`config.mk`:
```
export PLATFORM = sky130hd
export DESIGN_NAME = coord_tracker
export DESIGN_NICKNAME = d
export VERILOG_FILES = /design/src/rtl/img_proc_pkg.sv /design/src/rtl/coord_smoother.sv /design/src/rtl/coord_tracker.sv
export SDC_FILE = /design/constraint.sdc
export NUM_CORES = 1
export LEC_CHECK = 0
export CORE_MARGIN = 1
export CORE_UTILIZATION = 55
export DETAILED_ROUTE_END_ITERATION = 16
export PLACE_DENSITY = 0.77
export SLEW_MARGIN = 40
export SYNTH_ARGS = -nofsm -noshare
export SYNTH_HDL_FRONTEND = slang
export SYNTH_SLANG_ARGS = --single-unit
```
`constraint.sdc`:
```
create_clock -name iCLK -period 5.4 [get_ports iCLK]
set_input_delay 0.81 -clock iCLK [delete_from_list [all_inputs] [get_ports iCLK]]
set_output_delay 0.81 -clock iCLK [all_outputs]
set_load 0.05 [all_outputs]
```
`src/rtl/img_proc_pkg.sv`:
```
// Shared types and frame-geometry defaults for the image-processing pipeline.
package img_proc_pkg;

    typedef enum logic [1:0] {SEARCH, ACQUIRE, TRACK} trk_state_t;

    typedef logic [10:0] coord_t;

    localparam int H_RES_DEF = 640;
    localparam int V_RES_DEF = 480;

endpackage

```
`src/rtl/coord_smoother.sv`:
```
// Combinational gate test (L1 distance) and shift-based EMA step with clamp to the frame.
module coord_smoother
    import img_proc_pkg::*;
#(
    parameter int COORD_W     = $bits(coord_t),
    parameter int H_RES       = H_RES_DEF,
    parameter int V_RES       = V_RES_DEF,
    parameter int ALPHA_SHIFT = 2,
    parameter int GATE        = 64
) (
    input  logic [COORD_W-1:0] i_meas_row,
    input  logic [COORD_W-1:0] i_meas_col,
    input  logic [COORD_W-1:0] i_est_row,
    input  logic [COORD_W-1:0] i_est_col,
    output logic               o_in_gate,
    output logic [COORD_W-1:0] o_ema_row,
    output logic [COORD_W-1:0] o_ema_col
);

    localparam logic [COORD_W:0]          GATE_C  = (COORD_W+1)'(GATE);
    localparam logic signed [COORD_W+1:0] ROW_MAX = (COORD_W+2)'(V_RES - 1);
    localparam logic signed [COORD_W+1:0] COL_MAX = (COORD_W+2)'(H_RES - 1);

    function automatic logic [COORD_W-1:0] abs_diff(input logic [COORD_W-1:0] a,
                                                    input logic [COORD_W-1:0] b);
        return (a >= b) ? (a - b) : (b - a);
    endfunction

    // Two guard bits keep the signed difference and the sum free of overflow.
    function automatic logic [COORD_W-1:0] ema_step(input logic [COORD_W-1:0]          meas,
                                                    input logic [COORD_W-1:0]          est,
                                                    input logic signed [COORD_W+1:0]   max_v);
        logic signed [COORD_W+1:0] diff;
        logic signed [COORD_W+1:0] sum;
        diff = $signed({2'b00, meas}) - $signed({2'b00, est});
        sum  = $signed({2'b00, est}) + (diff >>> ALPHA_SHIFT);
        if (sum[COORD_W+1]) begin
            return '0;
        end
        if (sum > max_v) begin
            return max_v[COORD_W-1:0];
        end
        return sum[COORD_W-1:0];
    endfunction

    logic [COORD_W:0] w_dist;

    assign w_dist    = {1'b0, abs_diff(i_meas_row, i_est_row)}
                     + {1'b0, abs_diff(i_meas_col, i_est_col)};
    assign o_in_gate = (w_dist <= GATE_C);
    assign o_ema_row = ema_step(i_meas_row, i_est_row, ROW_MAX);
    assign o_ema_col = ema_step(i_meas_col, i_est_col, COL_MAX);

endmodule

```
`src/rtl/coord_tracker.sv`:
```
// Target tracker: detection edge -> S0 capture -> S1 gate/EMA register -> FSM, with a
// single-entry valid/ready output register that overwrites on backpressure.
module coord_tracker
    import img_proc_pkg::*;
#(
    parameter int COORD_W     = $bits(coord_t),
    parameter int H_RES       = H_RES_DEF,
    parameter int V_RES       = V_RES_DEF,
    parameter int ALPHA_SHIFT = 2,
    parameter int GATE        = 64,
    parameter int ACQ_HITS    = 3,
    parameter int MAX_MISS    = 8
) (
    input  logic               iCLK,
    input  logic               iRST,
    input  logic [COORD_W-1:0] iRow,
    input  logic [COORD_W-1:0] iCol,
    input  logic               iVALID_COORD,
    input  logic               iFRAME_TICK,
    output logic [COORD_W-1:0] oRow,
    output logic [COORD_W-1:0] oCol,
    output logic               oVALID,
    input  logic               iREADY,
    output logic               oLOCKED,
    output logic               oLOST,
    output logic               oDROP
);

    localparam int HW = $clog2(ACQ_HITS + 1);
    localparam int MW = $clog2(MAX_MISS + 1);

    trk_state_t         r_state, w_state_next;
    logic               r_prev_vld, r_s0_vld, r_s1_vld, r_s1_gate;
    logic [COORD_W-1:0] r_meas_row, r_meas_col, r_s1_ema_row, r_s1_ema_col;
    logic               r_tick_d1, r_tick_d2;
    logic [COORD_W-1:0] r_est_row, r_est_col, w_est_row_next, w_est_col_next;
    logic [HW-1:0]      r_hits, w_hits_next;
    logic [MW-1:0]      r_misses, w_misses_next;
    logic               r_hit, w_hit_next, w_accept, w_load;
    logic [COORD_W-1:0] r_out_row, r_out_col, w_out_row_next, w_out_col_next;
    logic               r_ovalid, w_ovalid_next, r_lost, w_lost_next, r_drop, w_drop_next;
    logic               w_edge, w_in_gate;
    logic [COORD_W-1:0] w_ema_row, w_ema_col;

    assign w_edge = iVALID_COORD & ~r_prev_vld;

    coord_smoother #(
        .COORD_W    (COORD_W),
        .H_RES      (H_RES),
        .V_RES      (V_RES),
        .ALPHA_SHIFT(ALPHA_SHIFT),
        .GATE       (GATE)
    ) u_smoother (
        .i_meas_row(r_meas_row),
        .i_meas_col(r_meas_col),
        .i_est_row (r_est_row),
        .i_est_col (r_est_col),
        .o_in_gate (w_in_gate),
        .o_ema_row (w_ema_row),
        .o_ema_col (w_ema_col)
    );

    always_ff @(posedge iCLK or negedge iRST) begin
        if (!iRST) begin
            r_prev_vld   <= 1'b0;
            r_s0_vld     <= 1'b0;
            r_s1_vld     <= 1'b0;
            r_s1_gate    <= 1'b0;
            r_meas_row   <= '0;
            r_meas_col   <= '0;
            r_s1_ema_row <= '0;
            r_s1_ema_col <= '0;
            r_tick_d1    <= 1'b0;
            r_tick_d2    <= 1'b0;
            r_state      <= SEARCH;
            r_est_row    <= '0;
            r_est_col    <= '0;
            r_hits       <= '0;
            r_misses     <= '0;
            r_hit        <= 1'b0;
            r_out_row    <= '0;
            r_out_col    <= '0;
            r_ovalid     <= 1'b0;
            r_lost       <= 1'b0;
            r_drop       <= 1'b0;
        end else begin
            r_prev_vld   <= iVALID_COORD;
            r_s0_vld     <= w_edge;
            if (w_edge) begin
                r_meas_row <= iRow;
                r_meas_col <= iCol;
            end
            r_s1_vld     <= r_s0_vld;
            r_s1_gate    <= w_in_gate;
            r_s1_ema_row <= w_ema_row;
            r_s1_ema_col <= w_ema_col;
            // Tick is delayed to line up with the detection pipeline so a late centroid
            // still counts for the frame that the tick closes.
            r_tick_d1    <= iFRAME_TICK;
            r_tick_d2    <= r_tick_d1;
            r_state      <= w_state_next;
            r_est_row    <= w_est_row_next;
            r_est_col    <= w_est_col_next;
            r_hits       <= w_hits_next;
            r_misses     <= w_misses_next;
            r_hit        <= w_hit_next;
            r_out_row    <= w_out_row_next;
            r_out_col    <= w_out_col_next;
            r_ovalid     <= w_ovalid_next;
            r_lost       <= w_lost_next;
            r_drop       <= w_drop_next;
        end
    end

    always_comb begin
        w_state_next   = r_state;
        w_est_row_next = r_est_row;
        w_est_col_next = r_est_col;
        w_hits_next    = r_hits;
        w_misses_next  = r_misses;
        w_hit_next     = r_hit;
        w_out_row_next = r_out_row;
        w_out_col_next = r_out_col;
        w_ovalid_next  = r_ovalid & ~iREADY;
        w_lost_next    = 1'b0;
        w_drop_next    = 1'b0;
        w_accept       = 1'b0;
        w_load         = 1'b0;

        if (r_s1_vld) begin
            unique case (r_state)
                SEARCH: begin
                    w_accept       = 1'b1;
                    w_est_row_next = r_meas_row;
                    w_est_col_next = r_meas_col;
                    w_hits_next    = HW'(1);
                    w_state_next   = ACQUIRE;
                end
                ACQUIRE: begin
                    w_accept = 1'b1;
                    if (r_s1_gate) begin
                        w_hits_next = r_hits + HW'(1);
                        if (r_hits >= HW'(ACQ_HITS - 1)) begin
                            w_state_next  = TRACK;
                            w_misses_next = '0;
                        end
                    end else begin
                        w_est_row_next = r_meas_row;
                        w_est_col_next = r_meas_col;
                        w_hits_next    = HW'(1);
                    end
                end
                TRACK: begin
                    if (r_s1_gate) begin
                        w_accept       = 1'b1;
                        w_load         = 1'b1;
                        w_est_row_next = r_s1_ema_row;
                        w_est_col_next = r_s1_ema_col;
                        w_misses_next  = '0;
                    end
                end
                default: w_state_next = SEARCH;
            endcase
        end

        if (r_tick_d2) begin
            w_hit_next = 1'b0;
            if (!(r_hit | w_accept)) begin
                if (r_state == ACQUIRE) begin
                    w_state_next = SEARCH;
                end else if (r_state == TRACK) begin
                    w_misses_next = r_misses + MW'(1);
                    if (r_misses >= MW'(MAX_MISS - 1)) begin
                        w_state_next = SEARCH;
                        w_lost_next  = 1'b1;
                    end
                end
            end
        end else if (w_accept) begin
            w_hit_next = 1'b1;
        end

        if (w_load) begin
            w_out_row_next = r_s1_ema_row;
            w_out_col_next = r_s1_ema_col;
            w_ovalid_next  = 1'b1;
            w_drop_next    = r_ovalid & ~iREADY;
        end

        if (w_state_next == SEARCH && r_state != SEARCH) begin
            w_ovalid_next = 1'b0;
        end
    end

    assign oRow    = r_out_row;
    assign oCol    = r_out_col;
    assign oVALID  = r_ovalid;
    assign oLOCKED = (r_state == TRACK);
    assign oLOST   = r_lost;
    assign oDROP   = r_drop;

endmodule
```
==> out/qor.yml, run 1 <==
ir_drop_v: 0.000389
worst_pin_slew_ns: 0.740
grt_use_total: 0.247
ys_types: 75
synth_simple_gate_area_frac: 0.125
finalCriticalPeriod_ns: 4.57
hold_buffers: 0
post-route-util: 0.634
yosys-top-cells-count: "106 x dfrtp_1, 85 x ha_1, 79 x o21ai_0, 74 x nand2_1, 68 x inv_1"
pre_cts_ws_ns: 0.885
cts_setup_buffers: 0
start_kind: "flip-flop"
slowest_stage: "or3_2"
hold_ws_ns: 0.351
fin_skew_ns: 0.0144
synthAdderAreaFrac: 0.152
synth_ff_type: "dfrtp_1"
critPathMaxStageDelay_ns: 0.49
dieArea_um2: 14900
grt.busiest_layer: "met2"
worstHoldStart: "r_s0_vld$_DFF_PN0_"
synth-async-reset-ratio: 1.00
clock_path_buffers: 2
synth_edf_count: 0
worstSkewPairLatency_ns: 0.36
start_util: 0.566
grt_first_pass_wirelength_mm: 28.8
io_pins: 53
power.leakage_nw: 4.11
ys_seq_elements: 106
antenna_left: 0
timing.reg2reg.setup_slack_ns: 0.83
multiInputGateArea_um2: 4880
antenna_cells: 0
postCtsResizedCells: 0
cap_viol_max_count: 0
synth_top_area_cell: "dfrtp_1"
critPathMaxFanout: 9
fin_tns_setup_ns: 0
firstDrtPassIters: 5
critPathRequiredTime_ns: 5.63
synth_most_common_cell: "dfrtp_1"
critical-path-top-delay-family: "simple AND/OR/NAND/NOR gates"
ys_warn_count: 0
wirelength_mm: 17.3
clk_pin_slew_ns: 0.07
fin_crit_sh: 0.846
gr-usage-met1: 0.320
endpoint_kind: "flip-flop"
slew_headroom: 0.505
first_global_vias: 6018
grt_use_met2: 0.423
gr-total-overflow: 0
min_path_cells: 0
maxSlewViolCount: 0
yosysSeqAreaShare: 0.335
syn_inst: 852
h-tree-depth: 3
wl_per_cell_um: 16.2
critPathBufInv: 2
path_cells: "inv_1, ha_1, inv_1, fa_1, a21o_1, a21o_1, a211oi_2, nor2_1, or3_2, xnor2_1, ha_1, nand2_1, or3_1, o311a_1, xor2_1, o21ai_2, nor4_1, a21oi_1"
final_nets: 1007
hold_viol_final: 0
synth.area.top_cells: "dfrtp_1 33%, ha_1 13%, o21ai_0 5.0%, mux2i_1 4.5%, mux2_2 4.4%"
rsz0062_at_grt: "no"
powerDensity_nw_per_um2: 549
drt_iter0_drc: 407
root_buffer: "clkbuf_16"
postSynthAreaPerCell_um2: 9.30
synth_top_family_by_area: "compound AO/OA/AOI/OAI gates"
grt_max_degree: 69
fmax_mhz: 219
die_height_um: 122
drive_gt1_frac: 0.0862
gp_congestion: 0.927
drc_errors: 0
synth-compound-area-share: 0.181
core_um2: 14000
area.growth.synth_to_final_pct: 12.0
crit_type: "reg2reg"
numClockSinks: 106
synthXorXnorAreaFrac: 0.0641
io_buffers: 52
synthMuxAreaShare: 0.0895
hold_path_class: "reg2reg"
cts_tree: "yes"
reg2regPathDepth: 18
hpwlAfterDp_mm: 13.4
r2r-start: "r_meas_row[0]$_DFFE_PN0P_"
die_w_um: 122
cts-buffers-inserted: 9
status: "completed"
via_per_inst: 5.77
vias: 6192
setup_slack_ns: 0.831
antenna_found_initial: 0
reg2reg_to: "r_s1_ema_row[3]$_DFF_PN0_"
setup-violations-final: 0
register_area_um2: 2650
gr-usage-met3: 0.0445
num_rows: 43
hold_path_end: "r_s1_vld$_DFF_PN0_"
worstPathArrival_ns: 4.80
synth.top_cell.area_share: 0.335
nFillCells: 1189
synthesis.area_um2: 7920
-- stage by stage --
stage          area, um^2  total power, W  std cells
2_1_floorplan        7930         0.00359        854
3_3_place_gp         8550         0.00416       1056
3_5_place_dp         8580         0.00420       1057
4_1_cts              8870         0.00486       1073
5_1_grt              8870         0.00531       1073
6_report             8870         0.00487       1073
-- cell families after synthesis --
logic type,after synthesis
adder cells (fa/ha/maj),92
buffers and inverters,103
multiplexers,67
AND/OR/NAND/NOR,204
AO/OA/AOI/OAI,221
other,1
XOR/XNOR,58
flip-flops,106
-- sequential cells by signal (all words and copies together) (netlist names), 2 cells and up --
| signal | count |
|---|---|
| oCol | 11 |
| oRow | 11 |
| r_est_col | 11 |
| r_est_row | 11 |
| r_hits | 2 |
| r_meas_col | 11 |
| r_meas_row | 11 |
| r_misses | 4 |
| r_s1_ema_col | 11 |
| r_s1_ema_row | 11 |
| r_state | 2 |
-- report_power, final --
part	internal (W)	total [W]	switching [W]
clock network	0.000330	0.000636	0.000305
registers	0.000939	0.00107	0.000129
logic	0.00135	0.00317	0.00182
total	0.00262	0.00487	0.00225
-- worst max-delay path by stage --
stage	start	endpoint	slack, ns	depth (start not counted)
after global routing	r_meas_row[0]$_DFFE_PN0P_	r_s1_ema_row[2]$_DFF_PN0_	0.57	18
final	r_meas_row[0]$_DFFE_PN0P_	r_s1_ema_row[3]$_DFF_PN0_	0.83	18
after CTS	r_meas_row[0]$_DFFE_PN0P_	r_s1_ema_row[3]$_DFF_PN0_	0.88	18
after global placement	r_meas_row[0]$_DFFE_PN0P_	r_s1_ema_row[3]$_DFF_PN0_	1.03	18
after detailed placement	r_meas_row[0]$_DFFE_PN0P_	r_s1_ema_row[3]$_DFF_PN0_	0.89	18
after floorplan	r_meas_row[0]$_DFFE_PN0P_	r_s1_ema_row[3]$_DFF_PN0_	1.09	19
-- metal layers --
metal,wire [um],vias to the layer above,share of wire
met5,0,-,0
met4,251,0,0.014
met3,691,15,0.040
met2,8410,134,0.48
met1,8000,2978,0.46
li1,-,3065,-
-- worst register-to-register path, cell delays in order, from the launching register on --
cell	delay, ns
dfrtp_1	0.41
inv_1	0.08
ha_1	0.16
inv_1	0.05
fa_1	0.41
a21o_1	0.18
a21o_1	0.22
a211oi_2	0.24
nor2_1	0.09
or3_2	0.49
xnor2_1	0.17
ha_1	0.47
nand2_1	0.13
or3_1	0.38
o311a_1	0.14
xor2_1	0.17
o21ai_2	0.15
nor4_1	0.39
a21oi_1	0.12
-- placed cells by master (no fill, tap or decap), drive strengths merged, types with 23 or more instances in the layout --
| cell type | instances |
|---|---|
| a21o | 23 |
| a21oi | 51 |
| clkdlybuf4s50 | 51 |
| dfrtp | 106 |
| ha | 85 |
| inv | 72 |
| mux2 | 31 |
| mux2i | 36 |
| nand2 | 74 |
| nor2 | 32 |
| o21ai | 83 |
| xnor2 | 29 |
| xor2 | 29 |
-- layout make-up --
class | count | area share
tap | 180 | 0.0254
multi-input combinational | 645 | 0.550
clock buffer | 10 | 0.0269
timing repair buffer | 57 | 0.0639
clock inverter | 6 | 0.00536
inverter | 69 | 0.0292
sequential | 106 | 0.299
Power figures use the tool's default switching activity.
==> run 2, diff against run 1 <==
--- a/config.mk
+++ b/config.mk
@@ -8,7 +8,7 @@
 export CORE_MARGIN = 1
 export CORE_UTILIZATION = 55
 export DETAILED_ROUTE_END_ITERATION = 16
-export PLACE_DENSITY = 0.77
+export PLACE_DENSITY = 0.8
 export SLEW_MARGIN = 40
 export SYNTH_ARGS = -nofsm -noshare
 export SYNTH_HDL_FRONTEND = slang
==> constraint.sdc (replaced) <==
create_clock -name iCLK -period 3.7 [get_ports iCLK]
set_input_delay 0.555 -clock iCLK [delete_from_list [all_inputs] [get_ports iCLK]]
set_output_delay 0.555 -clock iCLK [all_outputs]
set_load 0.05 [all_outputs]
==> out/qor.yml, run 2 (synthesis results as in run 1) <==
h-tree-depth: 3  # unchanged
critPathRequiredTime_ns: 3.94  # was 5.63 ns
powerDensity_nw_per_um2: 900  # was 549 nW/um^2
numClockSinks: 106  # unchanged
p_clk_frac: 0.104  # was 0.130
wirelength_mm: 21.3  # was 17.3 mm
wl_met3_um: 788  # was 691 um
clk_pin_slew_ns: 0.07  # about the same
drt-met1-wl_mm: 9.00  # was 8.00 mm
power_frac_seq: 0.171  # was 0.219
fin_skew_ns: 0.00615  # was 0.0144 ns
area.growth.synth_to_final_pct: 28.8  # was 12.0%
reg2reg_to: "r_s1_ema_row[4]$_DFF_PN0_"  # was r_s1_ema_row[3]$_DFF_PN0_
io_buffers: 52  # unchanged
failed_checks: "setup timing"
drt_iter0_drc: 372  # was 407
timing.reg2reg.setup_slack_ns: -0.39  # was 0.83 ns
reg2regPathDepth: 19  # was 18
p_switching_w: 0.00418  # was 0.00225 W
hpwlAfterDp_mm: 15.1  # was 13.4 mm
antenna_found_initial: 0  # unchanged
dieArea_um2: 14900  # unchanged
crit_type: "reg2reg"  # unchanged
wl_per_cell_um: 17.7  # was 16.2 um
die_w_um: 122  # unchanged
cts-buffers-inserted: 9  # unchanged
power.leakage_nw: 4.82  # was 4.11 nW
finalCriticalPeriod_ns: 4.09  # was 4.57 ns
cp-startpoint: "r_meas_row[0]$_DFFE_PN0P_"  # unchanged
slew_headroom: 0.619  # was 0.505
hold_buffers: 0  # unchanged
cap_viol_max_count: 0  # unchanged
grt_max_degree: 107  # was 69
worstSkewPairLatency_ns: 0.36  # about the same
dr_wl_met2_mm: 10.8  # was 8.41 mm
setup_slack_ns: -0.391  # was 0.831 ns
clock_path_buffers: 2  # unchanged
worstSetupPathDepth: 19  # was 18
root_buffer: "clkbuf_16"  # unchanged
dr.max_layer_used: "met4"  # unchanged
p_int_w: 0.00500  # was 0.00262 W
antenna_left: 0  # unchanged
endpoint: "r_s1_ema_row[4]$_DFF_PN0_"  # was r_s1_ema_row[3]$_DFF_PN0_
final_nets: 1138  # was 1007
grt_use_total: 0.293  # was 0.247
via_per_inst: 5.75  # was 5.77
pre_cts_ws_ns: -0.262  # was 0.885 ns
hold_viol_final: 0  # unchanged
drc_errors: 0  # unchanged
critPathMaxFanout: 7  # was 9
critical-path-top-delay-family: "simple AND/OR/NAND/NOR gates"  # unchanged
register_area_um2: 2650  # unchanged
slowest_stage: "or3_4"  # was or3_2
layout_commonest_cell: "buf_4"  # was dfrtp_1
hold_path_class: "in2async"  # was reg2reg
total_power_w: 0.00918  # was 0.00487 W
antenna_cells: 0  # unchanged
multiInputGateArea_um2: 5220  # was 4880 um^2
fmax_mhz: 244  # was 219 MHz
nFillCells: 1004  # was 1189
num_rows: 43  # unchanged
die_height_um: 122  # unchanged
maxSlewViolCount: 0  # unchanged
start_kind: "flip-flop"  # unchanged
grt_first_pass_wirelength_mm: 33.9  # was 28.8 mm
status: "complete, but fails checks"  # was completed
firstDrtPassIters: 6  # was 5
gp_congestion: 0.935  # was 0.927
combPwrFrac: 0.725  # was 0.650
path_cells: "inv_2, ha_4, inv_2, fa_2, a21o_1, a21o_1, a211oi_2, nor2_2, buf_4, or3_4, xnor2_4, ha_4, nand2_4, or3_4, o311a_4, xor2_2, o21ai_4, nor4b_2, o22ai_1"  # was inv_1, ha_1, inv_1, fa_1, a21o_1, a21o_1, a211oi_2, nor2_1, or3_2, xnor2_1, ha_1, nand2_1, or3_1, o311a_1, xor2_1, o21ai_2, nor4_1, a21oi_1
mostFrequentLayoutCells: "133 x buf_4, 106 x dfrtp_1, 81 x ha_1"  # was 106 x dfrtp_1, 84 x ha_1, 79 x o21ai_0
start_util: 0.566  # unchanged
fin_crit_sh: 1.11  # was 0.846
worstPathArrival_ns: 4.34  # was 4.80 ns
rsz0062_at_grt: "yes"  # was no
switching_share: 0.456  # was 0.462
hold_ws_ns: 0.248  # was 0.351 ns
core_um2: 14000  # unchanged
worst_pin_slew_ns: 0.571  # was 0.740 ns
setup-violations-final: 20  # was 0
cts_tree: "yes"  # unchanged
critPathMaxStageDelay_ns: 0.42  # was 0.49 ns
critPathBufInv: 3  # was 2
drive_gt1_frac: 0.256  # was 0.0862
ir_drop_v: 0.000897  # was 0.000389 V
gr-total-overflow: 0  # unchanged
endpoint_kind: "flip-flop"  # unchanged
first_global_vias: 7101  # was 6018
r2r-start: "r_meas_row[0]$_DFFE_PN0P_"  # unchanged
vias: 6921  # was 6192
io_pins: 53  # unchanged
-- run 2: changes by cell type in the layout (fill, tap and decap cells not counted), sizes merged --
cell,previous run,this run
clkinvlp,1,0
clkbuf,10,9
inv,72,74
buf,6,137
-- run 2: final cells by class --
cell class,instances,area share
clock buffer,9,0.0221
inverter,69,0.0254
tap,180,0.0221
clock inverter,7,0.00638
multi-input combinational,645,0.511
timing repair buffer,188,0.153
sequential,106,0.260
-- run 2: how the worst min path moves through the flow --
stage	to	slack (ns)	cells past startpoint
global route	r_est_col[7]$_DFFE_PN0P_	0.31	2
finish	oRow[0]$_DFFE_PN0P_	0.25	2
detailed placement	r_tick_d2$_DFF_PN0_	0.33	0
CTS	oRow[0]$_DFFE_PN0P_	0.27	2
global placement	r_tick_d2$_DFF_PN0_	0.33	0
floorplan	oCol[0]$_DFFE_PN0P_	0.26	0
-- run 2: per-layer routing --
metal	up-vias	track usage
met5	-	0
met2	178	0.519
li1	3330	-
met3	49	0.0360
met1	3364	0.360
met4	0	0.116
-- run 2: timing repair --
| action | in CTS | in global routing |
|---|---|---|
| pin swaps | 25 | 21 |
| buffers inserted | 12 | 3 |
| setup endpoints to repair | 20 | 20 |
| gates resized for setup | 36 | 27 |
-- run 2: power groups by stage --
| stage | logic [W] | registers [W] | clock network [W] |
|---|---|---|---|
| after detailed placement | 0.00563 | 0.00157 | 0 |
| after floorplan | 0.00387 | 0.00150 | 0 |
| after global routing | 0.00723 | 0.00158 | 0.00102 |
| after CTS | 0.00613 | 0.00156 | 0.000966 |
| final | 0.00666 | 0.00157 | 0.000955 |
| after global placement | 0.00548 | 0.00157 | 0 |
-- run 2: per-stage QoR --
step / TNS, ns / utilization / instances / instance area (um^2)
after global routing: -8.55 / 0.730 / 1204 / 10200
final: -5.35 / 0.730 / 1204 / 10200
after detailed placement: -3.94 / 0.680 / 1174 / 9510
after global placement: -1.72 / 0.680 / 1174 / 9510
after CTS: -3.02 / 0.719 / 1202 / 10100
after floorplan: -0.826 / - / 854 / 8000
==> run 3, diff against run 2 <==
--- a/config.mk
+++ b/config.mk
@@ -8,7 +8,7 @@
 export CORE_MARGIN = 1
 export CORE_UTILIZATION = 55
 export DETAILED_ROUTE_END_ITERATION = 16
-export PLACE_DENSITY = 0.8
+export PLACE_DENSITY_LB_ADDON = 0.1
 export SLEW_MARGIN = 40
 export SYNTH_ARGS = -nofsm -noshare
 export SYNTH_HDL_FRONTEND = slang
==> out/qor.yml, run 3 (synthesis results as in run 1) <==
die_w_um: 122  # unchanged
reg2regPathDepth: 19  # unchanged
cts_tree: "yes"  # unchanged
worstSetupPathDepth: 19  # unchanged
io_buffers: 52  # unchanged
powerDensity_nw_per_um2: 939  # was 900 nW/um^2
fin_crit_sh: 1.10  # was 1.11
firstDrtPassIters: 5  # was 6
setup_slack_ns: -0.357  # was -0.391 ns
critical-path-top-delay-family: "compound AO/OA/AOI/OAI gates"  # was simple AND/OR/NAND/NOR gates
dp_cells: 1175  # was 1174
ir_drop_v: 0.000913  # was 0.000897 V
finalCriticalPeriod_ns: 4.06  # was 4.09 ns
root_buffer: "clkbuf_16"  # unchanged
path_cells: "inv_2, ha_4, inv_2, fa_2, a21o_1, a21o_1, a211oi_2, nor2_1, or3_4, xnor2_4, ha_4, buf_4, buf_4, o21ai_0, nand3b_1, o21ai_2, o21ai_4, nor4_4, a21oi_1"  # was inv_2, ha_4, inv_2, fa_2, a21o_1, a21o_1, a211oi_2, nor2_2, buf_4, or3_4, xnor2_4, ha_4, nand2_4, or3_4, o311a_4, xor2_2, o21ai_4, nor4b_2, o22ai_1
cap_viol_max_count: 0  # unchanged
drc_errors: 0  # unchanged
gp_congestion: 0.956  # was 0.935
drive_gt1_frac: 0.282  # was 0.256
grt_max_degree: 64  # was 107
rsz0062_at_grt: "yes"  # unchanged
worst_pin_slew_ns: 0.581  # was 0.571 ns
core_um2: 14000  # unchanged
hold_path_class: "in2async"  # unchanged
timing.reg2reg.setup_slack_ns: -0.36  # was -0.39 ns
power.leakage_nw: 4.92  # was 4.82 nW
crit_type: "reg2reg"  # unchanged
worstPathArrival_ns: 4.29  # was 4.34 ns
critPathRequiredTime_ns: 3.93  # was 3.94 ns
wl_per_cell_um: 18.0  # was 17.7 um
num_rows: 43  # unchanged
worstSkewPairLatency_ns: 0.36  # about the same
endpoint_kind: "flip-flop"  # unchanged
cts-buffers-inserted: 9  # unchanged
grt_first_pass_wirelength_mm: 34.9  # was 33.9 mm
layout_commonest_cell: "buf_4"  # unchanged
fin_cells: 1221  # was 1204
hold_viol_final: 0  # unchanged
grt_use_total: 0.303  # was 0.293
dieArea_um2: 14900  # unchanged
via_per_inst: 5.72  # was 5.75
fin_skew_ns: 0.00558  # was 0.00615 ns
critPathMaxFanout: 7  # unchanged
wirelength_mm: 22.0  # was 21.3 mm
start_kind: "flip-flop"  # unchanged
clock_path_buffers: 2  # unchanged
slew_headroom: 0.613  # was 0.619
clk_pin_slew_ns: 0.07  # about the same
hpwlAfterDp_mm: 15.7  # was 15.1 mm
multiInputGateArea_um2: 5340  # was 5220 um^2
io_pins: 53  # unchanged
area.growth.synth_to_final_pct: 32.1  # was 28.8%
setup-violations-final: 20  # unchanged
antenna_found_initial: 0  # unchanged
critPathMaxStageDelay_ns: 0.41  # was 0.42 ns
gr-total-overflow: 0  # unchanged
hold_buffers: 0  # unchanged
h-tree-depth: 3  # unchanged
mostFrequentLayoutCells: "145 x buf_4, 103 x dfrtp_1, 79 x ha_1"  # was 133 x buf_4, 106 x dfrtp_1, 81 x ha_1
register_area_um2: 2660  # was 2650 um^2
fin_tns_setup_ns: -4.43  # was -5.35 ns
vias: 6987  # was 6921
critPathBufInv: 4  # was 3
fmax_mhz: 246  # was 244 MHz
r2r-start: "r_meas_row[0]$_DFFE_PN0P_"  # unchanged
nFillCells: 974  # was 1004
maxSlewViolCount: 0  # unchanged
post-route-util: 0.748  # was 0.730
die_height_um: 122  # unchanged
numClockSinks: 106  # unchanged
final_nets: 1155  # was 1138
antenna_left: 0  # unchanged
first_global_vias: 7017  # was 7101
failed_checks: "setup timing"  # unchanged
reg2reg_to: "r_s1_ema_row[2]$_DFF_PN0_"  # was r_s1_ema_row[4]$_DFF_PN0_
start_util: 0.566  # unchanged
slowest_stage: "or3_4"  # unchanged
status: "complete, but fails checks"  # unchanged
drt_iter0_drc: 540  # was 372
antenna_cells: 0  # unchanged
==> run 3: report_power, final <==
group	switching, W	internal [W]	leakage [nW]
sequential	0.000193	0.00137	1.36
combinational	0.00379	0.00354	3.42
clock	0.000467	0.000466	0.139
==> run 3: metrics by stage <==
step	instance area (um^2)	hold WS, ns	total power [W]	setup WS, ns
floorplan	8000	0.259	0.00537	-0.143
global placement	9510	0.335	0.00711	-0.173
detailed placement	9510	0.336	0.00732	-0.340
CTS	10100	0.201	0.00901	-0.292
global route	10500	0.231	0.0105	-0.514
finish	10500	0.185	0.00983	-0.357
==> run 3: repair_timing <==
item | CTS | global route
pin swaps | 33 | 49
buffers inserted | 22 | 10
gates resized for setup | 40 | 52
endpoints found under the setup margin | 20 | 20
==> run 3: per-layer routing <==
layer / GRT usage / vias up / share of wire
met5: 0 / - / 0
met1: 0.415 / 3420 / 0.46
li1: - / 3351 / -
met4: 0.100 / 0 / 0.021
met2: 0.494 / 177 / 0.48
met3: 0.0407 / 39 / 0.037
==> run 3: worst max path at each step <==
stage | from | endpoint | slack (ns)
after CTS | r_meas_row[0]$_DFFE_PN0P_ | r_s1_ema_row[2]$_DFF_PN0_ | -0.29
after global routing | r_meas_row[0]$_DFFE_PN0P_ | r_s1_ema_row[2]$_DFF_PN0_ | -0.51
after global placement | r_meas_row[0]$_DFFE_PN0P_ | r_s1_gate$_DFF_PN0_ | -0.17
final | r_meas_row[0]$_DFFE_PN0P_ | r_s1_ema_row[2]$_DFF_PN0_ | -0.36
after detailed placement | r_meas_row[0]$_DFFE_PN0P_ | r_s1_ema_row[0]$_DFF_PN0_ | -0.34
after floorplan | r_meas_row[0]$_DFFE_PN0P_ | r_s1_ema_row[3]$_DFF_PN0_ | -0.14
==> run 3: layout make-up <==
class / instances / area share
Clock inverter: 6 / 0.00454
Timing Repair Buffer: 205 / 0.163
Multi-Input combinational cell: 645 / 0.510
Inverter: 69 / 0.0247
Clock buffer: 10 / 0.0219
Sequential cell: 106 / 0.254
Tap cell: 180 / 0.0215
==> run 3: worst reg2reg max path: cells and delay by family (launching register included) <==
kind	cells	cell delay [ns]
xor gates and xnor gates	1	0.20
AOI/OAI and AO/OA	7	1.24
and+or+nand+nor	4	1.01
buffers and inverters	4	0.41
adders and majority gates	3	0.69
DFF	1	0.40
==> RTL change (settings of run 1) <==
The parameter `MAX_MISS` goes from 8 to 16.
--- a/src/rtl/coord_tracker.sv
+++ b/src/rtl/coord_tracker.sv
@@ -11,3 +11,3 @@
     parameter int ACQ_HITS    = 3,
-    parameter int MAX_MISS    = 8
+    parameter int MAX_MISS    = 16
 ) (
Function: same outputs for any inputs over 4 cycles, from zero or initial values and one cycle with iRST low; that may be too few to reach the edited logic, so the function may still have changed.
==> RTL change against run 1 <==
  * Power down 2.5%
  * Largest power group unchanged
  * Setup slack worse by 120 ps
  * Area after synthesis up 0.81%
  * Combinational power down 6%
  * Highest routed layer unchanged
  * Sequential cell count up 1
  * Sequential power about the same
  * Largest cell class unchanged
  * Critical path type unchanged
  * Routed wire length up 2.7%
  * Final area up 0.85%
==> RTL change: results (changes against run 1) <==
| Metric | Value |
|---|---|
| Outcome | `finished clean` |
| Vias | `6364 (+2.8%)` |
| WL met3 | `642 µm (-7.1%)` |
| Layout cell share with drive strength beyond 1 | `7.68% (-0.95 points)` |
| Cells on worst reg2reg path | `19 (+1)` |
| Compound-Gate Fraction of Synth Area | `18.4% (+0.23 points)` |
| Post-Route WL | `17.8 mm (+2.7%)` |
| Vias in the first global route | `5943 (-1.2%)` |
| Sequential fraction of the synthesis area | `33.5% (+0.046 points)` |
| Placed wire-length estimate | `13.4 mm (+0.29%)` |
| GR Layer Usage met3 | `3.76% (-0.68 points)` |
| Top Family by Delay on Critical Path | `compound AO/OA/AOI/OAI gates` |
| Global-route wire length before repair | `29.1 mm (+1.1%)` |
| Hold WS | `352 ps (+0.878 ps)` |
| Dpl cell area | `8630 µm² (+0.54%)` |
| Final Skew | `8.42 ps (-6.00 ps)` |
| Top cells by area, synth | `dfrtp_1, ha_1, o21ai_0` |
| Width of the die | `123 µm (+0.39%)` |
| Nets | `1027 (+2.0%)` |
| Post-synth top area share | `33.5% (+0.046 points)` |
| Leading cell types by count after synthesis | `dfrtp_1, ha_1, o21ai_0` |
| Lkg Pwr | `4.18 nW (+1.6%)` |
| Met2 usage in global routing | `41.3% (-0.94 points)` |
| Met1 Use GR | `33.6% (+1.7 points)` |
| Met2 wire len | `8.53 mm (+1.5%)` |
| Flop-to-flop setup slack | `710 ps (-120 ps)` |
| Post-Synth XOR/XNOR Area | `5.92% (-0.49 points)` |
| Post-synth cell types | `62 (-17%)` |
| Wire per inst | `16.3 µm (+0.92%)` |
| Worst-Margin Slew | `762 ps (+21.5 ps)` |
| R2r endpoint | `r_s1_gate$_DFF_PN0_` |
| Largest net degree at the start of global routing | `68 (-1.4%)` |
| Final worst path period share | `86.8% (+2.2 points)` |
| Place WS | `780 ps (-105 ps)` |
| Placer congestion estimate | `0.922 (-0.52%)` |
| Crit path max-delay cell type | `or3_1` |
| Mux share of post-synthesis cell area | `8.48% (-0.48 points)` |
| Dpl cells | `1076 (+1.8%)` |
| Synthesized instance count | `868 (+1.9%)` |
| Crit Path Max Fanout | `8 (-1)` |
| DR iter-0 viols | `455 (+12%)` |
| Root Driver | `clkbuf_16` |
| Peak supply drop | `310 µV (-20%)` |
| Worst r2r src | `r_meas_row[0]$_DFFE_PN0P_` |
| Post-synthesis adder-cell area fraction | `15.2% (+0.035 points)` |
| M1 wire length | `8.27 mm (+3.5%)` |
| Tot GR Track Use | `25.1% (+0.47 points)` |
RTL change: how the worst max path moves through the flow:
stage	start	endpoint	depth (start not counted)
global placement	r_meas_row[0]$_DFFE_PN0P_	r_s1_gate$_DFF_PN0_	19
detailed placement	r_meas_row[0]$_DFFE_PN0P_	r_s1_gate$_DFF_PN0_	19
finish	r_meas_row[0]$_DFFE_PN0P_	r_s1_gate$_DFF_PN0_	19
global route	r_meas_row[0]$_DFFE_PN0P_	r_s1_gate$_DFF_PN0_	19
CTS	r_meas_row[0]$_DFFE_PN0P_	r_s1_gate$_DFF_PN0_	19
floorplan	r_meas_row[0]$_DFFE_PN0P_	r_s1_gate$_DFF_PN0_	20
RTL change: cell type report:
class	count	area, µm²
tap	180	225
timing repair buffer	58	587
sequential	107	2680
multi-input combinational	658	4870
inverter	73	274
clock inverter	6	68.8
clock buffer	10	239
fill	1189	5100
RTL change: power by group:
part,total (mW),internal [mW],switching [mW]
combinational,2.99,1.26,1.73
sequential,1.07,0.944,0.128
clock,0.689,0.377,0.312
